[src/rtl/neopixel_pkg.sv]
// Shared types and constants for the NeoPixel frame sequencer.
package neopixel_pkg;

    localparam int unsigned PIXEL_W              = 24;
    localparam int unsigned DEFAULT_LATCH_CYCLES = 3000;

    // One WS2812 colour, transmitted G first, then R, then B.
    typedef struct packed {
        logic [7:0] g;
        logic [7:0] r;
        logic [7:0] b;
    } pixel_t;

    typedef enum logic [2:0] {
        IDLE,
        LOAD,
        SEND,
        GAP,
        WAITRDY,
        LATCH,
        DONE
    } seq_state_t;

endpackage

[src/rtl/pixel_ram.sv]
// Frame buffer: synchronous range-checked write, asynchronous read, cleared on reset.
module pixel_ram
    import neopixel_pkg::*;
#(
    parameter  int unsigned NUM_PIXELS = 16,
    localparam int unsigned ADDR_W     = $clog2(NUM_PIXELS)
) (
    input  logic              CLOCK_50,
    input  logic              reset,
    input  logic              wr_en,
    input  logic [ADDR_W-1:0] wr_addr,
    input  pixel_t            wr_data,
    input  logic [ADDR_W-1:0] rd_idx,
    output pixel_t            rd_data
);

    pixel_t mem [NUM_PIXELS];

    // Write port; addresses past the last pixel are dropped.
    always_ff @(posedge CLOCK_50) begin
        if (reset) begin
            for (int i = 0; i < int'(NUM_PIXELS); i++) begin
                mem[ADDR_W'(i)] <= '0;
            end
        end else if (wr_en && (32'(wr_addr) < NUM_PIXELS)) begin
            mem[wr_addr] <= wr_data;
        end
    end

    assign rd_data = (32'(rd_idx) < NUM_PIXELS) ? mem[rd_idx] : '0;

endmodule

[src/rtl/neopixel_frame_sequencer.sv]
// Streams a stored frame of pixels into the NeoPixel controller, then holds the latch gap.
module neopixel_frame_sequencer
    import neopixel_pkg::*;
#(
    parameter  int unsigned NUM_PIXELS   = 16,
    parameter  int unsigned LATCH_CYCLES = DEFAULT_LATCH_CYCLES,
    localparam int unsigned ADDR_W       = $clog2(NUM_PIXELS),
    localparam int unsigned CNT_W        = $clog2(LATCH_CYCLES + 1)
) (
    input  logic               CLOCK_50,
    input  logic               reset,
    input  logic               wr_en,
    input  logic [ADDR_W-1:0]  wr_addr,
    input  logic [PIXEL_W-1:0] wr_data,
    input  logic               show,
    output logic               busy,
    output logic               frame_done,
    output logic [PIXEL_W-1:0] input_data,
    output logic               go,
    input  logic               ready
);

    seq_state_t        state, state_nxt;
    logic [ADDR_W-1:0] idx, idx_nxt;
    logic [CNT_W-1:0]  latch_cnt, cnt_nxt;
    pixel_t            data_q, data_nxt;
    pixel_t            rd_data;

    // Writes only land while idle so a frame in flight is never torn.
    pixel_ram #(
        .NUM_PIXELS (NUM_PIXELS)
    ) u_ram (
        .CLOCK_50 (CLOCK_50),
        .reset    (reset),
        .wr_en    (wr_en && (state == IDLE)),
        .wr_addr  (wr_addr),
        .wr_data  (pixel_t'(wr_data)),
        .rd_idx   (idx),
        .rd_data  (rd_data)
    );

    assign input_data = data_q;

    // State, pixel index, latch counter and outgoing pixel register.
    always_ff @(posedge CLOCK_50) begin
        if (reset) begin
            state     <= IDLE;
            idx       <= '0;
            latch_cnt <= '0;
            data_q    <= '0;
        end else begin
            state     <= state_nxt;
            idx       <= idx_nxt;
            latch_cnt <= cnt_nxt;
            data_q    <= data_nxt;
        end
    end

    // Next-state and handshake decode.
    always_comb begin
        state_nxt  = state;
        idx_nxt    = idx;
        cnt_nxt    = latch_cnt;
        data_nxt   = data_q;
        go         = 1'b0;
        frame_done = 1'b0;
        busy       = (state != IDLE);
        case (state)
            IDLE: begin
                if (show) begin
                    state_nxt = LOAD;
                    idx_nxt   = '0;
                end
            end
            LOAD: begin
                data_nxt  = rd_data;
                state_nxt = SEND;
            end
            SEND: begin
                if (ready) begin
                    go        = 1'b1;
                    state_nxt = GAP;
                end
            end
            // Controller may still show ready the cycle after go; skip it.
            GAP: begin
                state_nxt = WAITRDY;
            end
            WAITRDY: begin
                if (ready) begin
                    if (32'(idx) == NUM_PIXELS - 1) begin
                        cnt_nxt   = '0;
                        state_nxt = LATCH;
                    end else begin
                        idx_nxt   = idx + ADDR_W'(1);
                        state_nxt = LOAD;
                    end
                end
            end
            LATCH: begin
                if (latch_cnt == CNT_W'(LATCH_CYCLES - 1)) begin
                    state_nxt = DONE;
                end else begin
                    cnt_nxt = latch_cnt + CNT_W'(1);
                end
            end
            DONE: begin
                frame_done = 1'b1;
                state_nxt  = IDLE;
            end
            default: begin
                state_nxt = IDLE;
            end
        endcase
    end

endmodule
[config.mk]
export PLATFORM = sky130hd
export DESIGN_NAME = neopixel_frame_sequencer
export DESIGN_NICKNAME = d
export VERILOG_FILES = /design/src/rtl/neopixel_pkg.sv /design/src/rtl/pixel_ram.sv /design/src/rtl/neopixel_frame_sequencer.sv
export SDC_FILE = /design/constraint.sdc
export NUM_CORES = 1
export LEC_CHECK = 0
export CAP_MARGIN = 5
export CELL_PAD_IN_SITES_DETAIL_PLACEMENT = 2
export CELL_PAD_IN_SITES_GLOBAL_PLACEMENT = 2
export CORE_UTILIZATION = 49
export CTS_BUF_LIST = sky130_fd_sc_hd__clkbuf_16
export CTS_CLUSTER_DIAMETER = 80
export CTS_CLUSTER_SIZE = 25
export DETAILED_ROUTE_END_ITERATION = 7
export GPL_ROUTABILITY_DRIVEN = 0
export HOLD_SLACK_MARGIN = 0.02
export PLACE_DENSITY_LB_ADDON = 0.1
export SETUP_SLACK_MARGIN = 0.3
export SKIP_LAST_GASP = 1
export SLEW_MARGIN = 10
export SYNTH_ARGS = -nofsm -noshare
export SYNTH_HDL_FRONTEND = slang
export SYNTH_SLANG_ARGS = --single-unit
[constraint.sdc]
create_clock -name CLOCK_50 -period 6.75 [get_ports CLOCK_50]
set_input_delay 1.35 -clock CLOCK_50 [delete_from_list [all_inputs] [get_ports CLOCK_50]]
set_output_delay 1.35 -clock CLOCK_50 [all_outputs]
set_load 0.01 [all_outputs]
==> impl_metrics.env, run 1 <==
export IMPL_fill_cells=3388
export IMPL_ir_drop_v=0.0002112
export IMPL_initial_core_util_pct=49.94
export IMPL_design_area_sq_um=21210
export IMPL_wl_met3_um=3466
export IMPL_finalPower_mw=5.372
export IMPL_critical_path_top_delay_family="simple AND/OR/NAND/NOR gates"
export IMPL_outcome="completed"
export IMPL_yosys_area_top_type_share_pct=59.47
export IMPL_drt_vias_per_instance=6.122
export IMPL_cp_max_fo=25
export IMPL_syn_inst=1286
export IMPL_async_reset_ff_share_pct=0
export IMPL_finalSetupViolCount=0
export IMPL_cts_max_level=1
export IMPL_cp_depth=5
export IMPL_cp_slowest_stage_delay_ps=930
export IMPL_cts_tree="yes"
export IMPL_crit_arrival_ps=4340
export IMPL_synth_area_top_cells="edfxtp_1 59%, and2_1 13%, mux4_2 12%"
export IMPL_synth_seq_cells=427
export IMPL_worst_setup_path_startpoint="wr_addr[1]"
export IMPL_dpl_cell_area_sq_um=20220
export IMPL_grt_overflow_total=0
export IMPL_r2r_setup_slack_ps=3290
export IMPL_slew_viol_final=0
export IMPL_rr_startpoint="state[2]"
export IMPL_min_path_type="reg -> reg"
export IMPL_avgRoutedWirePerCell_um=32.46
export IMPL_ctsHoldBuffers=0
export IMPL_finalHoldViolations=0
export IMPL_crit_path_start_kind="input pin"
export IMPL_synth_ff_type="edfxtp_1"
export IMPL_grt_pass1_wl_um=86860
export IMPL_syn_to_final_growth_pct=9.356
export IMPL_core_area_sq_um=38830
export IMPL_grt_start_max_net_pins=101
export IMPL_drtAntennaViolNets=0
export IMPL_fp_dieW_um=200.9
export IMPL_drtPass1Iterations=5
export IMPL_numClockSinks=427
export IMPL_cts_clk_slew_worst_paths_ps=100
export IMPL_leakagePower_nw=7.359
export IMPL_drt_total_wl_um=59120
export IMPL_wl_met2_um=30930
export IMPL_worst_slew_pin_slew_ps=1138
export IMPL_clock_tree_root_cell="clkbuf_16"
export IMPL_crit_slowest_cell="clkdlybuf4s50_1"
export IMPL_gr_usage_all_layers_pct=30.12
export IMPL_powerDensity_nw_per_um2=253.3
export IMPL_path_cells="clkdlybuf4s50_1, inv_1, nor2_1, and3_1, or2_2"
export IMPL_rr_worst_depth=4
export IMPL_synth_cell_type_count=51
export IMPL_postCtsSetupBuffers=0
export IMPL_cp_num_buf_inv=2
export IMPL_cts_buffers=28
export IMPL_required_ps=6960
export IMPL_yosys_area_top_type="edfxtp_1"
export IMPL_die_height_um=200.9
export IMPL_die_area_sq_um=40370
export IMPL_grt_pass1_vias=12301
export IMPL_r2r_end="u_ram.mem[8][12]"
export IMPL_avgSynthCellArea_sq_um=15.08
export IMPL_clock_path_buffers=3
export IMPL_fmax_ghz=0.2422
export IMPL_tns_ps=0
export IMPL_cp_end_kind="register"
export IMPL_period_minus_slack_ps=4129
export IMPL_maxCapViolations=0
export IMPL_crit_type="in -> reg"
export IMPL_post_dp_hpwl_um=37400
export IMPL_wl_met1_um=22630
export IMPL_clk_latency_ps=600
export IMPL_vias=11149
export IMPL_portBuffers=59
export IMPL_syn_num_nets=1321
export IMPL_grt_setup_unrepaired="false"
export IMPL_yosysMostFrequentCell="and2_1"
export IMPL_num_io_pins=60
export IMPL_slew_limit_headroom_pct=24.15
export IMPL_ys_seq_area_share_pct=63.91
export IMPL_synth_edf_count=384
export IMPL_crit_end="u_ram.mem[6][13]"
export IMPL_cts_resized=0
export IMPL_top_layer="met5"
export IMPL_yosys_top_cells_count="388 x and2_1, 384 x edfxtp_1, 102 x mux4_2, 60 x clkbuf_1, 43 x dfxtp_1"
export IMPL_fin_worst_skew_ps=35.00
export IMPL_synth_area_sq_um=19390
export IMPL_drt_iter0_drc=754
export IMPL_antenna_found_initial=7
export IMPL_drc=0
export IMPL_drive_above_1_share_pct=15.75
export IMPL_fin_crit_sh_pct=61.18
export IMPL_post_route_util_pct=54.61
export IMPL_rows=72
export IMPL_final_nets=1317
export IMPL_ys_warn_count=0
## routing by layer
metal / up-vias / global-route usage (%)
met2: 331 / 53.06
met5: - / 0
met1: 5971 / 37.74
li1: 4760 / -
met4: 4 / 10.06
met3: 83 / 4.951
## worst min-delay path by stage
| stage | startpoint | end | slack [ps] | cells past startpoint |
|---|---|---|---|---|
| floorplan | latch_cnt[3] | latch_cnt[3] | 470 | 2 |
| global placement | latch_cnt[1] | latch_cnt[1] | 490 | 2 |
| detailed placement | input_data[2] | input_data[2] | 500 | 2 |
| CTS | input_data[2] | input_data[2] | 510 | 2 |
| global route | input_data[0] | input_data[0] | 540 | 2 |
| finish | input_data[2] | input_data[2] | 510 | 2 |
## cell type report
type / count / area, sq um / area share (%)
flip-flops and latches: 427 / 12400 / 58.48
multi-input cells: 742 / 6426 / 30.30
clock buffers: 29 / 725.7 / 3.422
repair buffers: 76 / 725.7 / 3.422
well taps: 518 / 648.1 / 3.056
clock inverters: 21 / 250.2 / 1.180
inverters: 7 / 26.28 / 0.1239
diodes: 1 / 2.502 / 0.01180
## layout by cell type, fill, tap and decap left out, types with 19 or more instances in the layout
| cell type | n |
|---|---|
| mux4_2 | 102 |
| clkbuf_16 | 29 |
| nor2b_1 | 24 |
| and2_1 | 388 |
| a211oi_1 | 20 |
| dfxtp_1 | 40 |
| o22ai_1 | 19 |
| nor4_1 | 20 |
| clkdlybuf4s50_1 | 58 |
| edfxtp_1 | 384 |
| nor2_1 | 31 |
## metrics by stage
stage | std cells | setup slack, ps | hold slack [ps]
after floorplan | 1286 | 3421 | 470.6
after global placement | 1770 | 2137 | 486.2
after detailed placement | 1770 | 2036 | 499.0
after CTS | 1820 | 2630 | 512.5
after global routing | 1820 | 2484 | 541.7
final | 1821 | 2621 | 510.6
## state kept, by name, summed over array words and instances, names as in the netlist
register and count:
u_ram.mem 384, input_data 24, latch_cnt 12, idx 4, state 3
## worst register-to-register path, cell delays in order, from the launching register on
cell	delay, ps
dfxtp_1	460
or2_4	360
or4_1	800
nor3_4	800
or2_2	700
## cell families after synthesis
kind of cell               synth area share, %
DFF                                      63.91
buffers and inverters                    3.033
adders and majority gates               0.1290
AOI/OAI and AO/OA                        2.600
and+or+nand+nor                          18.43
muxes                                    11.90
## report_power, final
group	leakage, nW	switching [mW]	internal, mW
Combinational	2.58	0.279	0.170
Clock	0.475	1.04	0.849
Sequential	4.30	0.0512	2.98
Total	7.36	1.37	4.00
Note: power is estimated with default switching activity, not from simulation.
==> run 2: changes to the inputs <==
- CORE_UTILIZATION: 49 -> 41
- clock period: 6.75 -> 3.7 ns (I/O delays scaled with it)
==> run 2 against run 1 <==
Clock skew fell by 16 ps. Critical path depth fell by 2. Setup slack got worse by 2000 ps. Highest routed layer is now met4.
==> impl_metrics.env, run 2 (same netlist as run 1, synthesis figures left out) <==
export IMPL_grt_start_max_net_pins=64
export IMPL_cp_end_kind="primary output"
export IMPL_design_area_sq_um=21730
export IMPL_core_area_sq_um=46560
export IMPL_most_common_layout_cells="388 x and2_1, 384 x edfxtp_1, 102 x mux4_2"
export IMPL_worst_slew_pin_slew_ps=1062
export IMPL_antenna_found_initial=2
export IMPL_post_route_util_pct=46.67
export IMPL_maxCapViolations=0
export IMPL_die_height_um=219.5
export IMPL_clk_latency_ps=600
export IMPL_min_path_type="reg -> reg"
export IMPL_outcome="completed"
export IMPL_regArea_sq_um=12400
export IMPL_fin_ws_ps=640.3
export IMPL_holdWs_ps=509.6
export IMPL_post_dp_hpwl_um=35540
export IMPL_portBuffers=59
export IMPL_syn_to_final_growth_pct=12.04
export IMPL_fin_worst_skew_ps=19.44
export IMPL_drt_total_wl_um=55140
export IMPL_crit_type="reg -> out"
export IMPL_ctsHoldBuffers=0
export IMPL_cts_resized=0
export IMPL_crit_arrival_ps=2320
export IMPL_tns_ps=0
export IMPL_stdcell_count=1948
export IMPL_leakagePower_nw=7.593
export IMPL_finalHoldViolations=0
export IMPL_grt_overflow_total=0
export IMPL_cts_clk_slew_worst_paths_ps=90
export IMPL_drt_vias_per_instance=5.657
export IMPL_cts_buffers=28
export IMPL_antenna_cells=0
export IMPL_vias=11019
export IMPL_cts_tree="yes"
export IMPL_drc=0
export IMPL_grt_pass1_vias=12186
export IMPL_drt_iter0_drc=780
export IMPL_clock_tree_root_cell="clkbuf_16"
export IMPL_clock_path_buffers=3
export IMPL_drtPass1Iterations=5
export IMPL_numClockSinks=427
export IMPL_fin_crit_sh_pct=82.69
export IMPL_final_nets=1354
export IMPL_finalPower_mw=9.809
export IMPL_cp_slowest_stage_delay_ps=610
export IMPL_period_minus_slack_ps=3060
export IMPL_grt_pass1_wl_um=82390
export IMPL_path_cells="inv_1, nor3_1, clkdlybuf4s50_1"
export IMPL_fp_dieW_um=219.5
export IMPL_gr_usage_all_layers_pct=23.83
export IMPL_cts_max_level=1
export IMPL_die_area_sq_um=48170
export IMPL_multiInputGateArea_sq_um=6417
export IMPL_powerDensity_nw_per_um2=451.5
export IMPL_rows=79
export IMPL_ir_drop_v=0.0003122
export IMPL_postCtsSetupBuffers=0
export IMPL_crit_path_start_kind="register"
export IMPL_avgRoutedWirePerCell_um=28.30
export IMPL_num_io_pins=60
export IMPL_largest_reg_flops=384
export IMPL_dpl_cell_area_sq_um=20740
export IMPL_top_register="u_ram.mem"
export IMPL_finalSetupViolCount=0
export IMPL_dpl_worst_slack_ps=426.4
export IMPL_initial_core_util_pct=41.65
export IMPL_crit_slowest_cell="dfxtp_1"
export IMPL_cp_max_fo=13
export IMPL_fmax_ghz=0.3268
export IMPL_drtAntennaViolNets=0
export IMPL_drive_above_1_share_pct=18.20
export IMPL_final_common_cell="and2_1"
export IMPL_fill_cells=4380
export IMPL_slew_viol_final=0
export IMPL_dp_cells=1896
export IMPL_slew_limit_headroom_pct=28.78
export IMPL_required_ps=2960
export IMPL_grt_setup_unrepaired="false"
-- run 2: cell types whose count changed in the layout (fill, tap and decap cells not counted) --
cell	delta
o31ai_4	-1
inv_16	-1
inv_6	+1
buf_12	+11
clkinv_2	+1
clkinv_8	-1
inv_12	+2
clkinv_4	+2
buf_4	+26
inv_8	-2
diode_2	-1
o31ai_2	+1
-- run 2: worst paths after layout --
check	endpoint	slack (ps)	start	cells past startpoint
worst min register to register	input_data[23]	510	input_data[23]	2
worst min-delay path	input_data[23]	510	input_data[23]	2
worst max-delay path	go	640	state[1]	3
worst max register to register	input_data[17]	1020	state[0]	4
-- run 2: metal layers --
layer | vias to the layer above | track usage [%] | wire length, um
li1 | 4831 | - | -
met1 | 5925 | 32.65 | 24210
met2 | 222 | 41.69 | 28070
met3 | 41 | 2.195 | 2146
met4 | 0 | 4.097 | 713
met5 | - | 0 | 0
-- run 2: layout make-up --
type / instances / area share (%)
multi-input combinational: 742 / 29.54
clock buffer: 29 / 3.340
inverter: 7 / 0.1209
timing repair buffer: 113 / 5.252
clock inverter: 23 / 1.175
sequential: 427 / 57.08
tap: 607 / 3.496
-- run 2: power breakdown --
part / leakage (nW) / internal, mW / switching [mW]
sequential: 4.30 / 5.43 / 0.0948
clock: 0.477 / 1.55 / 1.91
combinational: 2.81 / 0.349 / 0.468
total: 7.59 / 7.33 / 2.48
-- run 2: worst max-delay path: cells and delay by family (launching register included) --
family        cells  cell delay, ps
buf+inv           2             800
flops             1             610
simple gates      1             310
